## src/rtl/divisor_sequencial.sv

```systemverilog
// rtl/divisor_sequencial.sv - multi-cycle unsigned restoring divider, one subtract step per clock
module divisor_sequencial #(
  parameter int N = 4
) (
  input  logic           clock,
  input  logic           reset,
  input  logic           iniciar,
  input  logic [2*N-1:0] dividendo,
  input  logic [N-1:0]   divisor,
  output logic [2*N-1:0] quociente,
  output logic [N-1:0]   resto,
  output logic           ocupado,
  output logic           pronto,
  output logic           erro_div_zero
);

  localparam int CW = $clog2(2*N);

  typedef enum logic [1:0] {OCIOSO, CALCULA, FIM} estado_t;

  estado_t        estado;
  logic [N-1:0]   r;
  logic [2*N-1:0] q;
  logic [N-1:0]   d;
  logic [CW-1:0]  cnt;

  logic [N:0]     r_desl;
  logic           sem_emprestimo;
  logic [N-1:0]   r_prox;
  logic [2*N-1:0] q_prox;

  // R < D before every shift, so the partial remainder always fits in N bits
  // once the step is done; only the shifted value needs the extra bit.
  always_comb begin
    r_desl         = {r, q[2*N-1]};
    sem_emprestimo = (r_desl >= {1'b0, d});
    r_prox         = sem_emprestimo ? N'(r_desl - {1'b0, d}) : N'(r_desl);
    q_prox         = {q[2*N-2:0], sem_emprestimo};
  end

  always_ff @(posedge clock) begin
    if (reset) begin
      estado        <= OCIOSO;
      r             <= '0;
      q             <= '0;
      d             <= '0;
      cnt           <= '0;
      quociente     <= '0;
      resto         <= '0;
      erro_div_zero <= 1'b0;
    end else if (estado != CALCULA && iniciar) begin
      if (divisor == '0) begin
        estado        <= FIM;
        quociente     <= '1;
        resto         <= '0;
        erro_div_zero <= 1'b1;
      end else begin
        estado        <= CALCULA;
        d             <= divisor;
        q             <= dividendo;
        r             <= '0;
        cnt           <= '0;
        erro_div_zero <= 1'b0;
      end
    end else if (estado == CALCULA) begin
      r   <= r_prox;
      q   <= q_prox;
      cnt <= cnt + CW'(1);
      if (cnt == CW'(2*N-1)) begin
        estado    <= FIM;
        quociente <= q_prox;
        resto     <= r_prox;
      end
    end
  end

  assign ocupado = (estado == CALCULA);
  assign pronto  = (estado == FIM);

endmodule

```

## config.mk

```make
export PLATFORM = sky130hd
export DESIGN_NAME = divisor_sequencial
export DESIGN_NICKNAME = d
export VERILOG_FILES = /design/src/rtl/divisor_sequencial.sv
export SDC_FILE = /design/constraint.sdc
export NUM_CORES = 1
export LEC_CHECK = 0
export ABC_AREA = 1
export CAP_MARGIN = 20
export CORE_ASPECT_RATIO = 1.5
export CORE_UTILIZATION = 58
export CTS_BUF_LIST = sky130_fd_sc_hd__clkbuf_2
export DETAILED_ROUTE_END_ITERATION = 8
export GPL_ROUTABILITY_DRIVEN = 0
export GPL_TIMING_DRIVEN = 0
export PLACE_DENSITY = 0.87
export SYNTH_ARGS = -nofsm -noshare
export SYNTH_HDL_FRONTEND = slang
export SYNTH_SLANG_ARGS = --single-unit
```

## constraint.sdc

```tcl
create_clock -name clock -period 3.1 [get_ports clock]
set_clock_uncertainty 0.15 [all_clocks]
set_input_delay 0.62 -clock clock [delete_from_list [all_inputs] [get_ports clock]]
set_output_delay 0.62 -clock clock [all_outputs]
set_load 0.02 [all_outputs]
```

### After elaboration in Yosys (flattened, before gate mapping)

Index checks and enable logic that the tools add are counted.

* register bits after elaboration: 34
* bits of input ports: 15
* word-level logic and storage cells: 49

* add/sub/neg operators: 2
* $lt $le $gt $ge: 1
* eq/ne operators: 6
* mux-type cells: 23
* bitwise gates (word level): 1
* reductions and logical operators: 8

Operator list (count)
* 8-bit two-way mux: 7
* 4-bit two-way mux: 8
* 3-bit two-way mux: 3
* 2-bit two-way mux: 4
* 2-bit AND reduction: 3
* 5-bit by 4-bit greater-or-equal comparator with 1-bit output: 1
* 4-bit zero test: 1
* 2-bit by 1-bit != test with 1-bit output, second input constant: 2
* 2-bit nonzero test: 2
* 4-bit subtractor: 1
* 3-bit by 1-bit adder with 3-bit output, second input constant: 1
* 3-bit equality test, second input constant: 1
* 3-bit AND reduction: 1
* 2-bit by 1-bit equality test with 1-bit output, second input constant: 1
* 2-bit equality test, second input constant: 1
* 2-bit != test, second input constant: 1
* 1-bit logical AND: 1
* 1-bit two-way mux: 1
* 1-bit NOT: 1

### Depth between registers and ports, before layout

Gate-level depths: netlist of the first run.

* depth after elaboration: 5
* depth in mapped cells: 12
* gate-level depth less buffers: 12

### Worst setup path before layout of the first run

No wires, ideal clock.

* kind: in2reg
* from: in divisor[1]
* to: reg resto[3]
* setup time: 0.109 ns
* data arrival time: 1.459 ns
* slack: 1.382 ns
* stages: 9
* cell sequence: inv_1 > nand2_1 > o21ai_4 > nand2_2 > inv_4 > buf_6 > nand3_1 > nand2_1 > inv_1

* cells in the longest elaborated chain, start to end: 3

Ends and longest elaborated chain
* start, declared: line 9 `input logic [N-1:0] divisor,`
* 4-bit zero test: line 52 `if (divisor == '0) begin`
* 2-bit by 1-bit != test with 1-bit output (no source line)
* 3-bit AND reduction (no source line)
* end signal, assigned: line 72 `resto <= r_prox;`
* end, declared: line 11 `output logic [N-1:0] resto,`

No other way between the ends.
A chain may end at the register's enable or synchronous reset.

### Final worst setup path of the first run

* from: reg estado[0]
* to: out ocupado

* cells in the longest elaborated chain, start to end: 1

Ends and longest elaborated chain
* start, declared: line 21 `estado_t estado;`
* start signal, assigned: line 43 `estado <= OCIOSO;`
* start signal, assigned: line 53 `estado <= FIM;`
* start signal, assigned: line 58 `estado <= CALCULA;`
* 2-bit by 1-bit equality test with 1-bit output: line 77 `assign ocupado = (estado == CALCULA);`
* end, declared: line 12 `output logic ocupado,`

No other way between the ends.

==> results of run 1 <==
[final cells by class]
type                       instances  area [um2]
buffer                             6       41.29
clock buffer                       5       25.02
clock inverter                     2       10.01
fill                             222       656.9
inverter                          33       128.9
multi-input combinational        148       797.0
sequential                        34       680.7
tap                               37       46.29
timing repair buffer              29       290.3
[layer usage]
metal | vias to the layer above | global-route usage
li1 | 780 | -
met1 | 732 | 0.3067
met2 | 46 | 0.4696
met3 | 12 | 0.06417
met4 | 0 | 0.1629
met5 | - | 0
[cells in the mapped netlist]
cell type	instances	share of area
a211oi_2	1	0.0076
a21oi_1	8	0.024
a21oi_2	1	0.0053
a31oi_1	1	0.0038
buf_4	3	0.014
buf_6	1	0.0068
clkbuf_1	2	0.0046
dfxtp_1	34	0.41
fa_1	1	0.012
ha_1	6	0.046
inv_1	29	0.066
inv_2	2	0.0046
inv_4	2	0.0076
nand2_1	28	0.064
nand2_2	2	0.0076
nand2_4	2	0.014
nand3_1	17	0.052
nand4_1	4	0.015
nor2_1	41	0.093
nor2_8	2	0.024
o21ai_0	16	0.049
o21ai_1	13	0.039
o21ai_4	1	0.0099
o21bai_1	1	0.0046
o22ai_1	2	0.0076
xnor2_1	1	0.0053
[flip-flops by register name, summed over array words and instances (netlist names)]
name and flops:
cnt 3, d 4, erro_div_zero 1, estado 2, q 8, quociente 8
r 4, resto 4
[power by group]
group / internal [uW] / leakage (uW) / total [uW] / switching (uW)
registers: 484 / 0.000281 / 516 / 31.9
clock network: 48.7 / 0.0000286 / 206 / 158
logic: 141 / 0.000642 / 343 / 202
total: 674 / 0.000951 / 1070 / 391
[per-stage QoR]
step / utilization / area (um2) / setup WS, ns / std cells
CTS: 0.7546 / 2019 / 0.6487 / 294
finish: 0.7546 / 2019 / 0.6698 / 294
global route: 0.7546 / 2019 / 0.6023 / 294
detailed placement: 0.7415 / 1984 / 0.6994 / 287
floorplan: - / 1648 / 1.382 / 221
global placement: 0.7415 / 1984 / 0.7406 / 287
[worst reg2reg max path: stages (launching register included)]
cell	delay [ns]
dfxtp_1	0.38
inv_1	0.05
ha_1	0.32
a21oi_1	0.24
nand2_1	0.08
nand2_1	0.17
nand2_1	0.13
nand3_1	0.12
nand3_1	0.09
nand2_1	0.07
inv_1	0.03
[worst min path at each step]
stage,slack (ns),end,from
after floorplan,0.28,cnt[0],cnt[0]
after global placement,0.30,cnt[0],cnt[0]
after detailed placement,0.31,cnt[1],cnt[1]
after CTS,0.33,cnt[1],cnt[1]
after global routing,0.35,cnt[0],cnt[0]
final,0.33,cnt[1],cnt[1]
[cells by family (layout without fill, tap and decap cells)]
family | count (synthesis) | after routing | share of synthesized area
compound gates | 44 | 44 | 0.1511
xor+xnor | 1 | 1 | 0.005316
fa+ha+maj | 7 | 7 | 0.05771
flops | 34 | 34 | 0.4131
simple gates | 96 | 96 | 0.2695
buf+inv | 39 | 75 | 0.1033
==> results.txt, run 1 <==
----------------------------------------------------
[Global routing]
  Pin count of the biggest net entering global routing ... 11
  Number of global-route vias before repair ... 1425
  Global-route usage over all layers ... 0.2781
  First-pass GRT wire length ... 6009 um
  Antenna violations before repair ... 0
  Residual overflow from global routing ... 0

[Power]
  Cell Pwr Density ... 527.6 nW/um2
  Total power consumption of the routed design ... 1065 uW
  Total leakage power ... 0.0009512 uW
  Peak supply drop ... 326.9 uV

[Min path]
  Hold-critical path depth ... 2
  Class of the tightest hold or removal check ... reg -> reg

[Synth]
  Ys Warns ... 0
  FF+latch count, synth ... 34
  Netlist Area Pre-Place ... 1648 um2
  Nets in the synthesized netlist ... 243
  Post-synth cell types ... 26
  Seq/Total Area, Yosys ... 0.4131
  Cells after synthesis ... 221
  Mapped Avg Cell Area ... 7.456 um2

[Clocking]
  Inserted Clock Buffers ... 5
  Post-CTS sizing ... 0
  Setup fix buffers added after clock tree synthesis ... 0
  TritonCTS clock tree ... yes
  H-tree Lvls ... 2
  Clock slew seen by the registers of the worst setup and hold paths ... 0.16 ns
  Clk_lat worst skew ... 0.41 ns
  Clk sink count ... 34
  Maximum clock insertion buffer count ... 2
  Clk root buf ... clkbuf_2
  Number of buffers added to fix hold violations after cts ... 0

[Floorplanning]
  Die height ... 67.28 um
  Starting Density ... 0.6157
  Horizontal die dimension ... 45.52 um
  Top-level I/O count ... 30
  Die outline area ... 3063 um2
  Placement Rows ... 23
  Core area ... 2676 um2

[Outcome]
  Run status ... finished, final reports clean

[Critical path]
  Crit Path Class ... reg -> out
  Startpoint kind of the worst setup timing path ... flip-flop
  Largest fanout of any net on the critical path ... 7
  Worst setup path start ... estado[0]
  Worst setup path endpoint ... ocupado
  Crit path largest cell delay ... 0.64 ns
  Crit path capture type ... output pin
  Startpoint of the most critical register-to-register path ... d[2]
  Slowest CP cell ... clkdlybuf4s50_1
  Depth of the worst register-to-register path ... 10
  Endpoint required time on the critical path ... 2.33 ns
  Cell-by-cell trace of the critical path ... inv_2 -> nor2_8 -> clkdlybuf4s50_1
  Critical path arrival ... 1.66 ns
  Capture point of the worst reg-to-reg path ... r[3]
  Crit path depth ... 3
  Flop2flop setup slack ... 1.18 ns
  Cell family with most CP delay ... buffers and inverters
  CP bufs+invs ... 2

[Detailed routing]
  Number of design rule violations left after detail routing ... 0
  Wire length on met3 ... 148 um
  Count of TritonRoute iterations in the first routing pass ... 4
  Iteration-0 DRC Markers ... 67
  Total via count after detailed routing ... 1570
  M1 wire length ... 1475 um
  Total met2 wirelength after detailed routing ... 2009 um
  Drt wl/cell ... 12.74 um
  Top layer reached by signal wires ... met4
  Drt total wl ... 3745 um
  Routed via count divided by cell count ... 5.340
  Post-detailed-route count of antenna-violating nets ... 0

[Timing]
  Final setup violating endpoints ... 0
  Transition time at the pin with the least slew margin ... 0.5440 ns
  Final Cycle Share ... 0.7839
  Final Hold Vio Count ... 0
  Unrepaired setup endpoints after global routing ... false
  Total count of max-transition violations in the final report ... 0
  Fmax ... 411.5 MHz
  Total negative setup slack ... 0 ns
  Fin Hold WS ... 0.3280 ns
  Rel. slew slack ... 0.6373
  Shortest clock period the worst path allows after layout ... 2.430 ns

[Finish]
  Most frequent cells in the layout ... 41 x nor2_1, 34 x dfxtp_1, 29 x inv_1, 29 x clkdlybuf4s50_1, 28 x nand2_1
  Most common library cell in the layout ignoring fill and taps ... nor2_1
  Fraction of layout cells with a size suffix above 1 ... 0.09339
  Number of nets in the layout ... 279
  Antenna fix cells ... 0
  Area grow syn2layout ... 22.55%

[Placement]
  Post-detailed-placement half-perimeter wirelength ... 2704 um
  I/O Buffers ... 29

[Job]
  Max_cap viols ... 0

----------------------------------------------------
(Power assumes the default switching activity.)
==> run 2: changes to the inputs <==
- CORE_UTILIZATION: 58 -> 54
- PLACE_DENSITY: 0.87 -> 0.82
- clock period: 3.1 -> 2.3 ns (I/O delays scaled with it)
==> results.txt, run 2 (synthesized netlist as in run 1, its figures left out) <==
----------------------------------------------------
[Outcome]
  Run status ... finished, final reports clean

[Finish]
  Antenna fix cells ... 0 (unchanged)
  Most frequent cells in the layout ... 41 x nor2_1, 33 x dfxtp_1, 29 x inv_1
  Number of non-filler instances in the completed layout ... 297 (+1.0%)
  Fraction of layout cells with a size suffix above 1 ... 0.1008 (+0.007390)
  Number of nets in the layout ... 279 (unchanged)
  Largest registers ... q x8, quociente x8
  Most common library cell in the layout ignoring fill and taps ... nor2_1
  Area of all placed cells without fillers ... 2056 um2 (+1.8%)
  Area grow syn2layout ... 24.75%

[Detailed routing]
  Drt wl/cell ... 12.56 um (-1.4%)
  Iteration-0 DRC Markers ... 52 (-22%)
  Drt total wl ... 3730 um (-0.40%)
  Number of design rule violations left after detail routing ... 0 (unchanged)
  Routed via count divided by cell count ... 5.229 (-2.1%)
  Total via count after detailed routing ... 1553 (-1.1%)
  Post-detailed-route count of antenna-violating nets ... 0 (unchanged)
  Count of TritonRoute iterations in the first routing pass ... 4 (unchanged)

[Timing]
  Transition time at the pin with the least slew margin ... 0.5497 ns (+0.005687 ns)
  Total count of max-transition violations in the final report ... 0 (unchanged)
  Shortest clock period the worst path allows after layout ... 2.179 ns
  Final Hold Vio Count ... 0 (unchanged)
  Worst path setup slack after routing ... 0.1209 ns (-0.5489 ns)
  Fmax ... 458.9 MHz
  Total negative setup slack ... 0 ns (unchanged)
  Fin Hold WS ... 0.3302 ns (+0.002145 ns)
  Unrepaired setup endpoints after global routing ... false
  Rel. slew slack ... 0.6336 (-0.003791)
  Final Cycle Share ... 0.9474
  Final setup violating endpoints ... 0 (unchanged)

[Power]
  NetSw ... 520.6 uW (+33%)
  Total leakage power ... 0.0009814 uW (+3.2%)
  Sequential share of power ... 0.450 (-0.034)
  Design internal power ... 1023 uW (+52%)
  Switching power share of the total ... 0.3372 (-0.03014)
  Combinational cell fraction of total power ... 0.299 (-0.023)
  Cell Pwr Density ... 751.1 nW/um2 (+42%)
  Peak supply drop ... 600.5 uV (+84%)
  Clock power frac ... 0.251 (+0.057)

[Global routing]
  First-pass GRT wire length ... 6465 um (+7.6%)
  Number of global-route vias before repair ... 1466 (+2.9%)
  Global-route usage over all layers ... 0.2725 (-0.005593)
  Residual overflow from global routing ... 0 (unchanged)
  Pin count of the biggest net entering global routing ... 12 (+1)
  Antenna violations before repair ... 0 (unchanged)

[Critical path]
  Crit Path Class ... reg -> out
  Startpoint kind of the worst setup timing path ... flip-flop
  Capture point of the worst reg-to-reg path ... r[2]
  Critical path arrival ... 1.57 ns (-0.09 ns)
  Depth of the worst register-to-register path ... 9 (-1)
  Flop2flop setup slack ... 0.38 ns (-0.80 ns)
  Crit path capture type ... output pin
  Startpoint of the most critical register-to-register path ... r[1]
  Largest fanout of any net on the critical path ... 2 (-5)
  Endpoint required time on the critical path ... 1.69 ns (-0.64 ns)

[Job]
  Max_cap viols ... 0 (unchanged)

[Min path]
  Endpoint with the worst hold slack ... cnt[2]
  Beginning of the worst hold path ... cnt[2]
  Hold-critical path depth ... 2 (unchanged)
  Class of the tightest hold or removal check ... reg -> reg

[Clocking]
  Clk sink count ... 34 (unchanged)
  Inserted Clock Buffers ... 5 (unchanged)
  TritonCTS clock tree ... yes
  Clk_lat worst skew ... 0.39 ns (-0.02 ns)
  Clk root buf ... clkbuf_2
  Maximum clock insertion buffer count ... 2 (unchanged)
  Clock slew seen by the registers of the worst setup and hold paths ... 0.16 ns (about the same)
  H-tree Lvls ... 2 (unchanged)

[Floorplanning]
  Horizontal die dimension ... 47.11 um (+3.5%)
  Die height ... 69.66 um (+3.5%)
  Top-level I/O count ... 30 (unchanged)
  Core area ... 2913 um2 (+8.8%)
  Starting Density ... 0.5657 (-0.04999)
  Die outline area ... 3281 um2 (+7.1%)
  Placement Rows ... 24 (+4.3%)

[Placement]
  Placement-stage cell area ... 1987 um2 (+0.13%)
  Number of cells in the design after placement ... 289 (+0.70%)
  Post-detailed-placement half-perimeter wirelength ... 2693 um (-0.40%)
  Setup slack after placement ... 0.09314 ns (-0.6062 ns)
  I/O Buffers ... 29 (unchanged)

----------------------------------------------------
run 2: changes by cell type in the layout (fill, tap and decap cells not counted), sizes merged:
cell           delta
clkdlybuf4s50     -1
dlymetal6s2s      +1
bufinv            +1
run 2: timing repair:
| item | CTS | global route |
|---|---|---|
| hold buffers | 0 | 0 |
| setup endpoints to repair | 0 | 2 |
| setup buffers | 0 | 0 |
| resized for setup | 0 | 2 |
run 2: worst max path at each step:
stage,startpoint,end,slack [ns],cells after the start
6_report,estado[1],pronto,0.12,3
5_1_grt,estado[1],pronto,0.04,3
4_1_cts,estado[0],ocupado,0.02,3
3_5_place_dp,iniciar,q[7],0.09,9
3_3_place_gp,iniciar,q[4],0.09,9
2_1_floorplan,d[2],r[0],0.65,10
run 2: metal layers:
layer / global-route usage / part of all wire
met1: 0.3255 / 0.41
met2: 0.4444 / 0.54
met3: 0.06510 / 0.037
met4: 0.1143 / 0.019
met5: 0 / 0
run 2: through the flow:
step | utilization | power [uW]
floorplan | - | 1015
global placement | 0.6821 | 1154
detailed placement | 0.6821 | 1166
CTS | 0.7045 | 1550
global route | 0.7058 | 1639
finish | 0.7058 | 1544
run 2: area by class of cell:
cell class              count  area (um2)
repair buffers             29       292.8
flip-flops and latches     34       681.9
clock inverters             3       40.04
plain buffers               6       41.29
clock buffers               5       25.02
inverters                  33       128.9
multi-input cells         148       797.0
fillers                   279       857.1
well taps                  39       48.80
run 2: worst max-delay path, stage by stage, from the launching register on:
cell	delay (ns)
dfxtp_2	0.41
inv_1	0.08
nor2_1	0.09
clkdlybuf4s50_1	0.61
run 2: power groups by stage:
stage | registers [uW] | logic, uW | clock network [uW]
floorplan | 725 | 290 | 0
global placement | 705 | 449 | 0
detailed placement | 707 | 459 | 0
CTS | 694 | 462 | 394
global route | 704 | 510 | 425
finish | 695 | 461 | 387
